--- src/rtl/tl_inflight_monitor.sv ---
// tl_inflight_monitor
//   Passive TileLink-UL protocol monitor. Snoops one A (request) and one D
//   (response) channel, tracks in-flight source IDs and multi-beat bursts,
//   and checks payload stability, opcode/size pairing and response latency.
//   Never drives the link; every output is registered.
//
// Ports
//   clock, reset_n        rising-edge clock, synchronous active-low reset
//   a_valid/a_ready       A handshake (fire = valid & ready)
//   a_opcode/a_param/a_size/a_source/a_address   A payload
//   d_valid/d_ready       D handshake
//   d_opcode/d_size/d_source/d_denied            D payload
//   err_valid             one-cycle pulse, one cycle after a detected error
//   err_code              lowest error bit raised in the flagged cycle
//   err_vec               sticky error bits, cleared only by reset
//   inflight_count        number of sources currently in flight
//
// Error bits
//   0 payload instability / burst field mismatch   1 illegal opcode or param
//   2 misaligned address    3 source reused while in flight
//   4 D on idle source      5 D opcode mismatch     6 D size mismatch
//   7 response watchdog timeout
module tl_inflight_monitor #(
    parameter int SOURCE_BITS = 4,
    parameter int ADDR_BITS   = 32,
    parameter int SIZE_BITS   = 3,
    parameter int BEAT_LOG2   = 3,
    parameter int TIMEOUT     = 1024
) (
    input  logic                   clock,
    input  logic                   reset_n,
    input  logic                   a_valid,
    input  logic                   a_ready,
    input  logic [2:0]             a_opcode,
    input  logic [2:0]             a_param,
    input  logic [SIZE_BITS-1:0]   a_size,
    input  logic [SOURCE_BITS-1:0] a_source,
    input  logic [ADDR_BITS-1:0]   a_address,
    input  logic                   d_valid,
    input  logic                   d_ready,
    input  logic [2:0]             d_opcode,
    input  logic [SIZE_BITS-1:0]   d_size,
    input  logic [SOURCE_BITS-1:0] d_source,
    input  logic                   d_denied,
    output logic                   err_valid,
    output logic [2:0]             err_code,
    output logic [7:0]             err_vec,
    output logic [SOURCE_BITS:0]   inflight_count
);

    localparam int NSRC  = 1 << SOURCE_BITS;
    localparam int CNT_W = 1 << SIZE_BITS;
    localparam int WD_W  = (TIMEOUT > 1) ? $clog2(TIMEOUT + 1) : 1;
    localparam int A_PW  = 6 + SIZE_BITS + SOURCE_BITS + ADDR_BITS;
    localparam int D_PW  = 4 + SIZE_BITS + SOURCE_BITS;

    // Index of the last beat of a message (0 for single-beat messages).
    function automatic logic [CNT_W-1:0] last_beat(input logic multi,
                                                   input logic [SIZE_BITS-1:0] size);
        if (multi && (int'(size) > BEAT_LOG2))
            return (CNT_W'(1) << (int'(size) - BEAT_LOG2)) - CNT_W'(1);
        return '0;
    endfunction

    function automatic logic [2:0] lowest_bit(input logic [7:0] v);
        logic [2:0] r;
        r = 3'd0;
        for (int i = 7; i >= 0; i--)
            if (v[i]) r = 3'(i);
        return r;
    endfunction

    logic a_fire, d_fire;
    assign a_fire = a_valid & a_ready;
    assign d_fire = d_valid & d_ready;

    // Burst tracking: counters are control, captured burst context is data.
    logic [CNT_W-1:0]       a_cnt, d_cnt, a_last_q, d_last_q, a_last_idx, d_last_idx;
    logic [SIZE_BITS-1:0]   a_bsize_q, d_bsize_q;
    logic [SOURCE_BITS-1:0] a_bsrc_q, d_bsrc_q;
    logic                   a_first, d_first, a_last, d_last;
    logic                   a_first_fire, d_first_fire, d_last_fire;

    assign a_first      = (a_cnt == '0);
    assign d_first      = (d_cnt == '0);
    assign a_last_idx   = a_first ? last_beat((a_opcode == 3'd0) || (a_opcode == 3'd1), a_size)
                                  : a_last_q;
    assign d_last_idx   = d_first ? last_beat(d_opcode == 3'd1, d_size) : d_last_q;
    assign a_last       = (a_cnt == a_last_idx);
    assign d_last       = (d_cnt == d_last_idx);
    assign a_first_fire = a_fire & a_first;
    assign d_first_fire = d_fire & d_first;
    assign d_last_fire  = d_fire & d_last;

    always_ff @(posedge clock) begin
        if (!reset_n) begin
            a_cnt <= '0;
            d_cnt <= '0;
        end else begin
            if (a_fire) a_cnt <= a_last ? '0 : a_cnt + CNT_W'(1);
            if (d_fire) d_cnt <= d_last ? '0 : d_cnt + CNT_W'(1);
        end
    end

    always_ff @(posedge clock) begin
        if (a_first_fire) begin
            a_last_q  <= a_last_idx;
            a_bsize_q <= a_size;
            a_bsrc_q  <= a_source;
        end
        if (d_first_fire) begin
            d_last_q  <= d_last_idx;
            d_bsize_q <= d_size;
            d_bsrc_q  <= d_source;
        end
    end

    // Stability: remember whether each channel was stalled last cycle and
    // what it was presenting; any change (or dropped valid) is a violation.
    logic            a_hold_q, d_hold_q;
    logic [A_PW-1:0] a_pay, a_snap_q;
    logic [D_PW-1:0] d_pay, d_snap_q;

    assign a_pay = {a_opcode, a_param, a_size, a_source, a_address};
    assign d_pay = {d_opcode, d_denied, d_size, d_source};

    always_ff @(posedge clock) begin
        if (!reset_n) begin
            a_hold_q <= 1'b0;
            d_hold_q <= 1'b0;
        end else begin
            a_hold_q <= a_valid & ~a_ready;
            d_hold_q <= d_valid & ~d_ready;
        end
    end

    always_ff @(posedge clock) begin
        a_snap_q <= a_pay;
        d_snap_q <= d_pay;
    end

    // Per-source table. Only the in-flight bits are control state; the
    // expected response fields are meaningful only while in flight.
    logic [NSRC-1:0]                 inflight_q, inflight_nxt, exp_op_q;
    logic [NSRC-1:0][SIZE_BITS-1:0]  exp_size_q;
    logic [SOURCE_BITS:0]            count_nxt;

    always_ff @(posedge clock) begin
        if (a_first_fire) begin
            exp_op_q[a_source]   <= (a_opcode == 3'd4);
            exp_size_q[a_source] <= a_size;
        end
    end

    // Set is applied after clear so a same-cycle retire/reissue stays in flight.
    always_comb begin
        inflight_nxt = inflight_q;
        if (d_last_fire)  inflight_nxt[d_source] = 1'b0;
        if (a_first_fire) inflight_nxt[a_source] = 1'b1;
        count_nxt = '0;
        for (int i = 0; i < NSRC; i++)
            count_nxt = count_nxt + (SOURCE_BITS + 1)'(inflight_nxt[i]);
    end

    // Watchdog: fires once when the stall reaches TIMEOUT, then saturates.
    logic wd_hit;
    generate
        if (TIMEOUT > 0) begin : g_wd
            logic [WD_W-1:0] wd;
            always_ff @(posedge clock) begin
                if (!reset_n)
                    wd <= '0;
                else if (d_fire || (inflight_count == '0))
                    wd <= '0;
                else if (wd != WD_W'(TIMEOUT))
                    wd <= wd + WD_W'(1);
            end
            assign wd_hit = !d_fire && (inflight_count != '0) && (wd == WD_W'(TIMEOUT - 1));
        end else begin : g_no_wd
            assign wd_hit = 1'b0;
        end
    endgenerate

    logic [7:0]           err_now;
    logic [ADDR_BITS-1:0] a_mask;
    assign a_mask = (ADDR_BITS'(1) << a_size) - ADDR_BITS'(1);

    always_comb begin
        err_now    = '0;
        err_now[0] = (a_hold_q && (!a_valid || (a_pay != a_snap_q)))
                   | (d_hold_q && (!d_valid || (d_pay != d_snap_q)))
                   | (a_fire && !a_first && ((a_size != a_bsize_q) || (a_source != a_bsrc_q)))
                   | (d_fire && !d_first && ((d_size != d_bsize_q) || (d_source != d_bsrc_q)));
        err_now[1] = a_fire && (!(a_opcode inside {3'd0, 3'd1, 3'd4}) || (a_param != 3'd0));
        err_now[2] = a_first_fire && ((a_address & a_mask) != '0);
        err_now[3] = a_first_fire && inflight_q[a_source]
                   && !(d_last_fire && (d_source == a_source));
        err_now[4] = d_fire && !inflight_q[d_source];
        err_now[5] = d_first_fire && inflight_q[d_source]
                   && (d_opcode != {2'b00, exp_op_q[d_source]});
        err_now[6] = d_first_fire && inflight_q[d_source]
                   && (d_size != exp_size_q[d_source]);
        err_now[7] = wd_hit;
    end

    always_ff @(posedge clock) begin
        if (!reset_n) begin
            inflight_q     <= '0;
            inflight_count <= '0;
            err_valid      <= 1'b0;
            err_code       <= 3'd0;
            err_vec        <= 8'd0;
        end else begin
            inflight_q     <= inflight_nxt;
            inflight_count <= count_nxt;
            err_valid      <= |err_now;
            err_code       <= lowest_bit(err_now);
            err_vec        <= err_vec | err_now;
        end
    end

endmodule
--- config.mk ---
export PLATFORM = sky130hd
export DESIGN_NAME = tl_inflight_monitor
export DESIGN_NICKNAME = d
export VERILOG_FILES = /design/src/rtl/tl_inflight_monitor.sv
export SDC_FILE = /design/constraint.sdc
export NUM_CORES = 1
export LEC_CHECK = 0
export BUFFER_PORTS_ARGS = -buffer_cell sky130_fd_sc_hd__buf_2
export CAP_MARGIN = 25
export CORE_UTILIZATION = 50
export DETAILED_ROUTE_END_ITERATION = 16
export PLACE_DENSITY_LB_ADDON = 0.2
export SYNTH_ARGS = -nofsm -noshare
export SYNTH_HDL_FRONTEND = slang
export SYNTH_SLANG_ARGS = --single-unit
--- constraint.sdc ---
create_clock -name clock -period 10.6 [get_ports clock]
set_input_delay 1.59 -clock clock [delete_from_list [all_inputs] [get_ports clock]]
set_output_delay 1.59 -clock clock [all_outputs]
set_load 0.005 [all_outputs]
Word level (Yosys, flattened, before mapping)
Cells that the tools add are included.
- $add $sub $neg: 23
- magnitude comparators: 6
- equal/unequal tests: 16
- shift operators: 3
- multiplexer cells: 35
- bitwise logic cells: 18
- reduce and logical (&&, ||, !) cells: 49
- operators with widths (cell ; count):
    2-to-1 mux 8 bit ; 8
    << shifter 1 x 32 -> 8 bit (first input constant) ; 2
    adder 5 x 1 -> 5 bit ; 11
    bitwise mux 48 bit ; 1
    != test 45 bit ; 1
    AND 32 bit ; 1
    2-to-1 mux 16 bit ; 2
    nonzero test 32 bit ; 1
    << shifter 1 x 3 -> 32 bit (first input constant) ; 1
    subtractor 32 x 2 -> 32 bit (second input constant) ; 1
    logical AND 1 bit ; 21
    2-to-1 mux 3 bit ; 6
    adder 8 x 1 -> 8 bit (second input constant) ; 2
    AND 16 bit ; 1
    bitwise mux 16 bit ; 1
    equality test 8 bit ; 2
    zero test 8 bit ; 2
    inverter 16 bit ; 1
    bitwise OR 16 bit ; 1
    subtractor 8 x 2 -> 8 bit (second input constant) ; 2
    binary-select mux 1 bit (select 4 bit) ; 3
    binary-select mux 3 bit (select 4 bit) ; 1
    demux 3 bit (select 4 bit) ; 1
    adder 11 x 1 -> 11 bit (second input constant) ; 1
    34 further kinds ; 76
- flip-flop bits (word level): 212
- input bits: 62
- output and inout bits: 17
- word-level logic and storage cells: 187

Logic depth before layout (Yosys ltp)
Gate-level depths: netlist of run 1.
- depth in word-level cells: 26
- depth in mapped cells: 30
- depth with buffers taken out: 27

Worst setup path before layout of run 1
No wires, ideal clock.
- path kind: input-to-reg
- start: input port d_size[2]
- end: register inflight_count[2]
- library setup time: 0.078 ns
- arrival time: 7.975 ns
- required time: 10.522 ns
- setup slack: 2.547 ns
- stages: 29
- buffers on the path: 3
- cell sequence: buf_2 > inv_1 > ha_1 > clkbuf_1 > nor3_1 > inv_1 > ha_1 > or3_1 > a211oi_1 > o21ai_0 > a2111o_1 > nor4_2 > buf_2 > nand3b_1 > o21ai_0 > nand2_1 > fa_1 > inv_1 > fa_1 > inv_1 > fa_1 > inv_1 > fa_1 > inv_1 > ha_1 > inv_1 > fa_1 > nor2b_1 > nor3_1
- elaborated cells on any way between the ends: 29
- classes of those cells: add/sub: 17; order compare: 1; eq/ne: 1; shift: 1; mux: 6; bitwise: 2; reduce/logical: 1
- RTL lines (what ; line ; source):
    from (decl) ; 42 ; input logic [SIZE_BITS-1:0] d_size,
    subtractor 3 x 2 -> 4 bit ; 61 ; return (CNT_W'(1) << (int'(size) - BEAT_LOG2)) - CNT_W'(1);
    << shifter 1 x 32 -> 8 bit ; 61 ;
    subtractor 8 x 2 -> 8 bit ; 61 ;
    2-to-1 mux 8 bit ; 60 ; if (multi && (int'(size) > BEAT_LOG2))
    2-to-1 mux 8 bit * ; 62 ; return '0;
    2-to-1 mux 8 bit * ; 88 ; assign d_last_idx = d_first ? last_beat(d_opcode == 3'd1, d_size) : d_last_q;
    equality test 8 bit * ; 90 ; assign d_last = (d_cnt == d_last_idx);
    AND 1 bit * ; 93 ; assign d_last_fire = d_fire & d_last;
    2-to-1 mux 16 bit * ; 158 ; if (d_last_fire) inflight_nxt[d_source] = 1'b0;
    bitwise OR 16 bit (no line) ; - ;
    2-to-1 mux 16 bit * ; 159 ; if (a_first_fire) inflight_nxt[a_source] = 1'b1;
    via inflight_nxt[5] ; 144 ; logic [NSRC-1:0] inflight_q, inflight_nxt, exp_op_q;
    adder 5 x 1 -> 5 bit * (11 in a row) ; 162 ; count_nxt = count_nxt + (SOURCE_BITS + 1)'(inflight_nxt[i]);
    to (signal assigned) ; 215 ; inflight_count <= count_nxt;
    to (decl) ; 48 ; output logic [SOURCE_BITS:0] inflight_count
The timed path passes the listed nets; every way through them passes the cells marked *. The select of a mux whose other input is x is not followed.
A chain may end at the register's enable or synchronous reset.

Worst setup path after layout of run 1
- start: input port d_size[0]
- end: register inflight_count[2]
- word-level cells in the longest chain between the ends: 26
- elaborated cells on any way between the ends: 29
- classes of those cells: add/sub: 17; order compare: 1; eq/ne: 1; shift: 1; mux: 6; bitwise: 2; reduce/logical: 1
- RTL lines (what ; line):
    subtractor 3 x 2 -> 4 bit ; 61
    << shifter 1 x 32 -> 8 bit ; 61
    subtractor 8 x 2 -> 8 bit ; 61
    2-to-1 mux 8 bit ; 60
    2-to-1 mux 8 bit * ; 62
    2-to-1 mux 8 bit * ; 88
    equality test 8 bit * ; 90
    AND 1 bit * ; 93
    2-to-1 mux 16 bit * ; 158
    bitwise OR 16 bit (no line) ; -
    2-to-1 mux 16 bit * ; 159
    adder 1 x 1 -> 2 bit ; 162
    adder 2 x 1 -> 3 bit ; 162
    adder 3 x 1 -> 4 bit ; 162
    adder 4 x 1 -> 5 bit ; 162
    adder 5 x 1 -> 5 bit (10 in a row) ; 162
    adder 5 x 1 -> 5 bit * ; 162
Every way passes the cells marked *; elsewhere a longest branch is shown, timed or not. The select of a mux whose other input is x is not followed.

==> metrics.md, run 1 <==
| Metric | Value |
|---|---|
| Iteration-0 DRC count of the detailed router | 434 |
| Net count of the mapped netlist | 1,009 |
| Synth area leader | edfxtp_1 |
| Most common flop cell mapped by yosys | dfxtp_1 |
| Period utilisation layout | 0.7803 |
| Run status | finished clean |
| Number of buffers added by the clock tree synthesis step | 23 |
| Count of final hold-check violations | 0 |
| Power density cells | 163.4 mW/mm^2 |
| DRC violation count after routing | 0 |
| Vias in the first global route | 6,575 |
| Type of element capturing the critical path | register |
| Final Max Slew Viols | 0 |
| Share of flip-flops with an asynchronous set or reset | 0 |
| Share of synthesized cell area in and, or, nand and nor gates | 0.1451 |
| Share of the synthesized area in compound gates (AO/OA/AOI/OAI) | 0.08539 |
| Fraction of final layout cells sized beyond drive strength 1 | 0.1550 |
| Warnings, synthesis | 0 |
| Per-cell routed wire length | 17.65 um |
| N_diodes | 0 |
| Full die area | 0.02065 mm^2 |
| Distinct cells, synth | 65 |
| Routability congestion estimate | 0.8799 |
| Clock Tree Root | clkbuf_16 |
| Remaining Overflow, GRT | 0 |
| Effective utilization at floorplan | 0.5124 |
| Final Core Density | 0.5807 |
| Post-layout nets | 1,083 |
| Number of buffers inserted for hold repair after clock tree synthesis | 0 |
| IO buf count | 78 |
| Number of search-and-repair iterations in the first detailed-routing pass | 5 |
| Worst vdd ir | 0.1161 mV |
| Buffer depth of the longest clock path | 3 |
| Cell Area, Synth | 0.01004 mm^2 |
| Top achievable clock speed | 120.9 MHz |
| Endpoints failing setup | 0 |
| Number of antenna violations at the first check in global routing | 1 |
| Signal arrival time at the worst endpoint | 8690 ps |
| # H-tree levels | 1 |
| Sum of negative setup slack | 0 ps |
| Adder-cell area share of the yosys netlist | 0.05111 |
| Largest net degree at the start of global routing | 41 |
| Clock transition at the registers of the reported paths | 60 ps |
| Clock tree from TritonCTS | built |
| Mux contribution to synthesized area | 0.06632 |
| Remaining number of nets flagged by the antenna check after routing | 0 |
| Site row count | 51 |
| Startpoint type of the worst setup path | input pin |
| Area growth syn-to-layout | 13.34% |
| Avg Vias per Cell | 5.535 |
| Commonest non-fill, non-tap cell in the layout | dfxtp_1 |
| Global-route total usage across every layer | 0.2215 |
| Setup Skew | 11.50 ps |
| Die Span X | 143.7 um |
| Io pins | 79 |
| Time the final worst path needs with I/O delays and setup | 8271 ps |
| Fraction of post-synthesis cell area in the top cell type by area | 0.2812 |
| Rel. slew slack | 0.3915 |
| Clock sinks | 212 |
| HPWL after detailed placement | 15.94 mm |
| Synthesized instance count | 912 |
| Die height | 143.7 um |
| Worst Tran Pin Value | 905.8 ps |
| Number of maximum-capacitance violations | 0 |
| Number of vias after detailed routing | 7,002 |
| Insertion delay to the later sink of the worst-skew pair | 510 ps |
| Global-route wire length before repair | 34.97 mm |
| Crit-path max FO | 17 |
| Number of buffers inserted to repair setup after CTS | 0 |
| Xor/xnor share of the synthesized area | 0.1003 |
| Proportion of synthesized chip area in sequential cells | 0.5166 |
| Syn Area/Cell | 11.01 um^2 |
| Core area | 0.01959 mm^2 |
| Kind of path behind the tightest hold check | reg -> reg |
| Worst setup path category | in -> reg |
| Setup repair after global routing missed its margin | false |
| Number of synthesized flops with an enable pin | 94 |
| Worst Path Required | 11,020 ps |
| Highest-count cells in the layout ignoring fill and taps | dfxtp_1 (118), edfxtp_1 (94), buf_2 (78) |
| Register bit total from synthesis | 212 |
| Number of inserted filler cells in the final layout | 1,675 |
| Main combinational cell family by area after synthesis | simple AND/OR/NAND/NOR gates |
| Post-detailed-routing wire length | 22.33 mm |
| Lkg Pwr | 4.528 nW |
| Area contributors post-synth | edfxtp_1 (28%), dfxtp_1 (24%), xor2_1 (6.5%) |
| Quantity of gates resized following cts | 0 |
| Tot Pwr | 1.858 mW |
state kept, by name, summed over array words and instances (netlist names):
signal / count
a_bsize_q: 3
a_bsrc_q: 4
a_cnt: 8
a_hold_q: 1
a_last_q: 8
a_snap_q: 45
d_bsize_q: 3
d_bsrc_q: 4
d_cnt: 8
d_hold_q: 1
d_last_q: 8
d_snap_q: 11
err_code: 3
err_valid: 1
err_vec: 8
exp_op_q: 16
exp_size_q: 48
g_wd.wd: 11
inflight_count: 5
inflight_q: 16
critical path, stage by stage:
cell	delay, ps
buf_2	210
ha_1	240
ha_1	410
nor3_1	400
inv_1	80
ha_1	280
or3_1	380
a211oi_1	320
o21ai_0	150
a2111o_1	410
nor4_2	210
buf_4	220
or3b_1	420
o21ai_1	180
and2_1	170
fa_1	460
fa_1	540
inv_1	50
fa_1	490
inv_1	50
fa_1	440
inv_1	80
ha_1	170
inv_1	50
fa_1	370
nor2b_1	150
nor3_1	160
power breakdown:
group,internal [mW],switching [mW]
logic,0.0796,0.123
clock network,0.446,0.316
registers,0.882,0.0115
cell type report:
cell class	instances	area, um^2	share of cell area
Clock inverter	6	33.78	0.002970
Tap cell	265	331.6	0.02915
Inverter	57	214.0	0.01881
Multi-Input combinational cell	609	4499	0.3955
Timing Repair Buffer	83	427.9	0.03762
Sequential cell	212	5185	0.4558
Clock buffer	33	684.4	0.06016
final timing paths:
path / slack (ps) / to / cells after the start / from
worst min register to register: 440 / err_vec[6]$_SDFF_PN0_ / 2 / err_vec[6]$_SDFF_PN0_
worst max register to register: 3650 / inflight_count[2]$_SDFF_PN0_ / 24 / d_cnt[0]$_SDFFE_PN0P_
worst max-delay path: 2330 / inflight_count[2]$_SDFF_PN0_ / 27 / d_size[0]
worst min-delay path: 440 / err_vec[6]$_SDFF_PN0_ / 2 / err_vec[6]$_SDFF_PN0_
cell families (layout without fill, tap and decap cells):
logic type / Yosys count / after routing
xor gates and xnor gates: 115 / 115
and+or+nand+nor: 288 / 288
buffers and inverters: 91 / 179
adders and majority gates: 35 / 35
AOI/OAI and AO/OA: 132 / 132
muxes: 39 / 39
DFF: 212 / 212
metrics by stage:
stage                     instances  area (um^2)  hold slack (ps)  worst slack, ps
after floorplan                 912        10040            442.1             2547
after global placement         1226        10660            430.2             1983
after detailed placement       1226        10660            436.2             1832
after CTS                      1265        11380            446.0             2324
after global routing           1265        11380            460.6             1886
final                          1265        11380            440.3             2329
per-layer routing:
layer	global-route usage	up-vias	share of wire
met4	0.06047	2	0.017
met1	0.3119	3369	0.47
met5	0	-	0.00058
met2	0.3459	183	0.45
met3	0.04598	35	0.057
li1	-	3413	-
synthesized netlist by cell type, types with 3 or more instances:
library cell and number:
dfxtp_1 118, edfxtp_1 94, xor2_1 74, nand2_1 73, nor2_1 61, inv_1 57
xnor2_1 41, a21oi_1 36, o21ai_0 33, nand3_1 27, ha_1 25, clkbuf_1 24
nor3_1 24, nor4_1 24, mux4_2 21, nand4_1 14, and2_1 11, nand2b_1 11
fa_1 10, mux2_2 10, a211oi_1 9, mux2i_1 8, nand3b_1 7, a21o_1 6
buf_1 6, nor2b_1 6, o22ai_1 6, o31ai_1 6, or3_1 6, nor4b_1 5
nor3b_1 4, o21ai_1 4, a21boi_0 3, buf_2 3, o41ai_1 3, or2_2 3
or4_1 3
No activity file was read; power rests on OpenSTA's default activity.
==> run 2: changes to the inputs <==
Settings changed: ABC_AREA set to 1.
Clock period 10.6 ns to 7.55 ns, I/O delays scaled along.
==> run 2 against run 1 <==
Against the previous run:
- sequential share of layout area decreased by 2.2 points
- sequential cell count unchanged
- die area increased by 4.3%
- non-clock buffer count increased by 2
- via count increased by 18%
- area after synthesis increased by 4.3%
- clock power increased by 59%
- clock skew decreased by 1.7 ps
- worst setup slack got worse by 1300 ps
- critical path type unchanged
- register-to-register slack got worse by 1600 ps
- power increased by 49%
==> metrics.md, run 2 <==
| Metric | Value |
|---|---|
| Run status | finished clean |
| Iteration-0 DRC count of the detailed router | 452 (+4.1%) |
| Top register by number of flip-flops | exp_size_q |
| Crit-path max FO | 13 (-4) |
| DRC violation count after routing | 0 (unchanged) |
| Cell with the biggest individual delay on the critical path | fa_1 |
| Number of antenna violations at the first check in global routing | 0 (-1) |
| Capture instance of the worst register-to-register path | inflight_count[2]$_SDFF_PN0_ |
| Top achievable clock speed | 153.8 MHz |
| Number of buffers added by the clock tree synthesis step | 24 (+4.3%) |
| End point of the most critical hold path | err_vec[4]$_SDFF_PN0_ |
| Smallest hold slack | 454.6 ps (+14.22 ps) |
| Number of search-and-repair iterations in the first detailed-routing pass | 5 (unchanged) |
| Time the final worst path needs with I/O delays and setup | 6500 ps |
| Post-layout nets | 1,375 (+27%) |
| Full die area | 0.02153 mm^2 (+4.3%) |
| Commonest non-fill, non-tap cell in the layout | nand2_1 |
| Signal arrival time at the worst endpoint | 6940 ps (-1750 ps) |
| Worst Tran Pin Value | 851.0 ps (-54.81 ps) |
| IO buf count | 78 (unchanged) |
| Effective utilization at floorplan | 0.5143 (+0.001895) |
| Worst Path Required | 7990 ps (-3030 ps) |
| Hold-critical path depth | 2 (unchanged) |
| Clock sinks | 212 (unchanged) |
| Most common flop cell mapped by yosys | dfxtp_1 |
| Site row count | 52 (+2.0%) |
| Endpoints failing setup | 0 (unchanged) |
| Die Span X | 146.7 um (+2.1%) |
| Delay of the slowest critical-path stage | 540 ps (about the same) |
| Distinct cells, synth | 54 (-17%) |
| Flip-flop count of the largest register after layout | 48 (unchanged) |
| Quantity of gates resized following cts | 0 (unchanged) |
| Cell repeated most along the worst path | inv_1 |
| Global-route total usage across every layer | 0.2267 (+0.005176) |
| Remaining Overflow, GRT | 0 (unchanged) |
| N_diodes | 0 (unchanged) |
| Setup repair after global routing missed its margin | false |
| Area contributors post-synth | edfxtp_1 (27%), dfxtp_1 (23%), nand2_1 (9.0%) |
| Register bit total from synthesis | 212 (unchanged) |
| Placement Cell Area | 0.01112 mm^2 (+4.3%) |
| Proportion of synthesized chip area in sequential cells | 0.4951 (-0.02148) |
| Remaining number of nets flagged by the antenna check after routing | 0 (unchanged) |
| Period utilisation layout | 0.8610 |
| Syn Area/Cell | 8.778 um^2 (-20%) |
| Buffer depth of the longest clock path | 3 (unchanged) |
| Type of element capturing the critical path | register |
| Avg Vias per Cell | 5.269 (-4.8%) |
| Synthesized instance count | 1,193 (+31%) |
| Post-layout instance area | 0.01196 mm^2 (+5.1%) |
| Highest-count cells in the layout ignoring fill and taps | nand2_1 (251), inv_1 (162), dfxtp_1 (118) |
| Largest net degree at the start of global routing | 29 (-29%) |
| Routability congestion estimate | 0.8916 (+1.3%) |
| Startpoint type of the worst setup path | input pin |
| Io pins | 79 (unchanged) |
| Insertion delay to the later sink of the worst-skew pair | 510 ps (about the same) |
| Count of final hold-check violations | 0 (unchanged) |
| Number of buffers inserted to repair setup after CTS | 0 (unchanged) |
| Share of flip-flops with an asynchronous set or reset | 0 (unchanged) |
| Power density cells | 230.9 mW/mm^2 (+41%) |
| Clock Tree Root | clkbuf_16 |
| Worst setup path category | in -> reg |
| # H-tree levels | 1 (unchanged) |
| Kind of path behind the tightest hold check | reg -> reg |
| Rel. slew slack | 0.4274 (+0.03596) |
| Registers with the highest flip-flop counts | exp_size_q: 48 flops, a_snap_q: 45 flops |
| Per-cell routed wire length | 15.47 um (-12%) |
| Core area | 0.02036 mm^2 (+4.0%) |
| Depth of the worst register-to-register path | 31 (+29%) |
| Sum of negative setup slack | 0 ps (unchanged) |
| Warnings, synthesis | 0 (unchanged) |
| Most frequent cell after synthesis | nand2_1 |
| Lkg Pwr | 5.165 nW (+14%) |
| Number of maximum-capacitance violations | 0 (unchanged) |
| Most numerous cell types in the synthesized netlist | nand2_1 (251), inv_1 (162), dfxtp_1 (118), nor2_1 (98), edfxtp_1 (94) |
| Final Max Slew Viols | 0 (unchanged) |
| Net count of the mapped netlist | 1,290 (+28%) |
| Vias in the first global route | 7,797 (+19%) |
| Synth area leader | edfxtp_1 |
| Number of buffers inserted for hold repair after clock tree synthesis | 0 (unchanged) |
| Global-route wire length before repair | 38.95 mm (+11%) |
| Fraction of final layout cells sized beyond drive strength 1 | 0.1451 (-0.009938) |
| Setup Skew | 9.762 ps (-1.736 ps) |
| Number of vias after detailed routing | 8,251 (+18%) |
| Register-to-register path setup slack | 2060 ps (-1590 ps) |
| Start of the worst register-to-register path | d_cnt[1]$_SDFFE_PN0P_ |
| HPWL after detailed placement | 17.91 mm (+12%) |
| Fraction of post-synthesis cell area in the top cell type by area | 0.2695 (-0.01169) |
| Die height | 146.7 um (+2.1%) |
| Area growth syn-to-layout | 14.18% |
| Origin of the worst min-delay path | err_vec[4]$_SDFF_PN0_ |
| Post-detailed-routing wire length | 24.22 mm (+8.4%) |
| Cell Area, Synth | 0.01047 mm^2 (+4.3%) |
| Worst vdd ir | 0.2014 mV (+73%) |
| Clock tree from TritonCTS | built |
| Clock transition at the registers of the reported paths | 60 ps (about the same) |
| Number of synthesized flops with an enable pin | 94 (unchanged) |
## run 2: cell families after synthesis
logic type | count (synthesis) | share of synthesized area
compound gates | 164 | 0.1025
xor+xnor | 53 | 0.04433
fa+ha+maj | 35 | 0.04898
buf+inv | 200 | 0.07527
flops | 212 | 0.4951
simple gates | 529 | 0.2338
## run 2: routing by layer
metal  track usage  part of all wire
met1        0.3042              0.47
met2        0.3827              0.46
met3       0.02764             0.045
met4       0.06979             0.025
met5             0                 0
## run 2: critical path, delay by kind of cell
kind                     cells  cell delay, ps
buffers and inverters       11            1040
AO/OA/AOI/OAI                3             360
adder cells (fa/ha/maj)      9            3390
AND/OR/NAND/NOR             11            1020
## run 2: through the flow
step	utilization	cells	setup WS, ps	power, mW
after floorplan	-	1193	1178	1.480
after global placement	0.5460	1522	709.7	1.570
after detailed placement	0.5460	1522	565.7	1.575
after CTS	0.5872	1566	1068	2.786
after global routing	0.5872	1566	679.0	2.865
final	0.5872	1566	1050	2.761
## run 2: layout make-up
| cell class | instances | area [um^2] |
|---|---|---|
| fillers | 1840 | 8407 |
| flip-flops and latches | 212 | 5185 |
| multi-input cells | 781 | 4499 |
| clock buffers | 34 | 710.7 |
| inverters | 174 | 653.1 |
| repair buffers | 85 | 442.9 |
| well taps | 270 | 337.8 |
| clock inverters | 10 | 128.9 |
## run 2: power by group
part | total (mW) | switching [mW] | internal (mW)
registers | 1.25 | 0.0148 | 1.24
clock network | 1.21 | 0.452 | 0.757
logic | 0.300 | 0.200 | 0.100
## run 2: worst max-delay path by stage
stage,start,end,slack [ps],cells past startpoint
final,d_size[0],inflight_count[2]$_SDFF_PN0_,1050,34
after global routing,d_size[0],inflight_count[2]$_SDFF_PN0_,680,33
after CTS,d_size[0],inflight_count[4]$_SDFF_PN0_,1070,34
after detailed placement,d_size[0],inflight_count[2]$_SDFF_PN0_,570,34
after global placement,d_size[0],inflight_count[2]$_SDFF_PN0_,710,33
after floorplan,d_size[2],inflight_count[2]$_SDFF_PN0_,1180,33
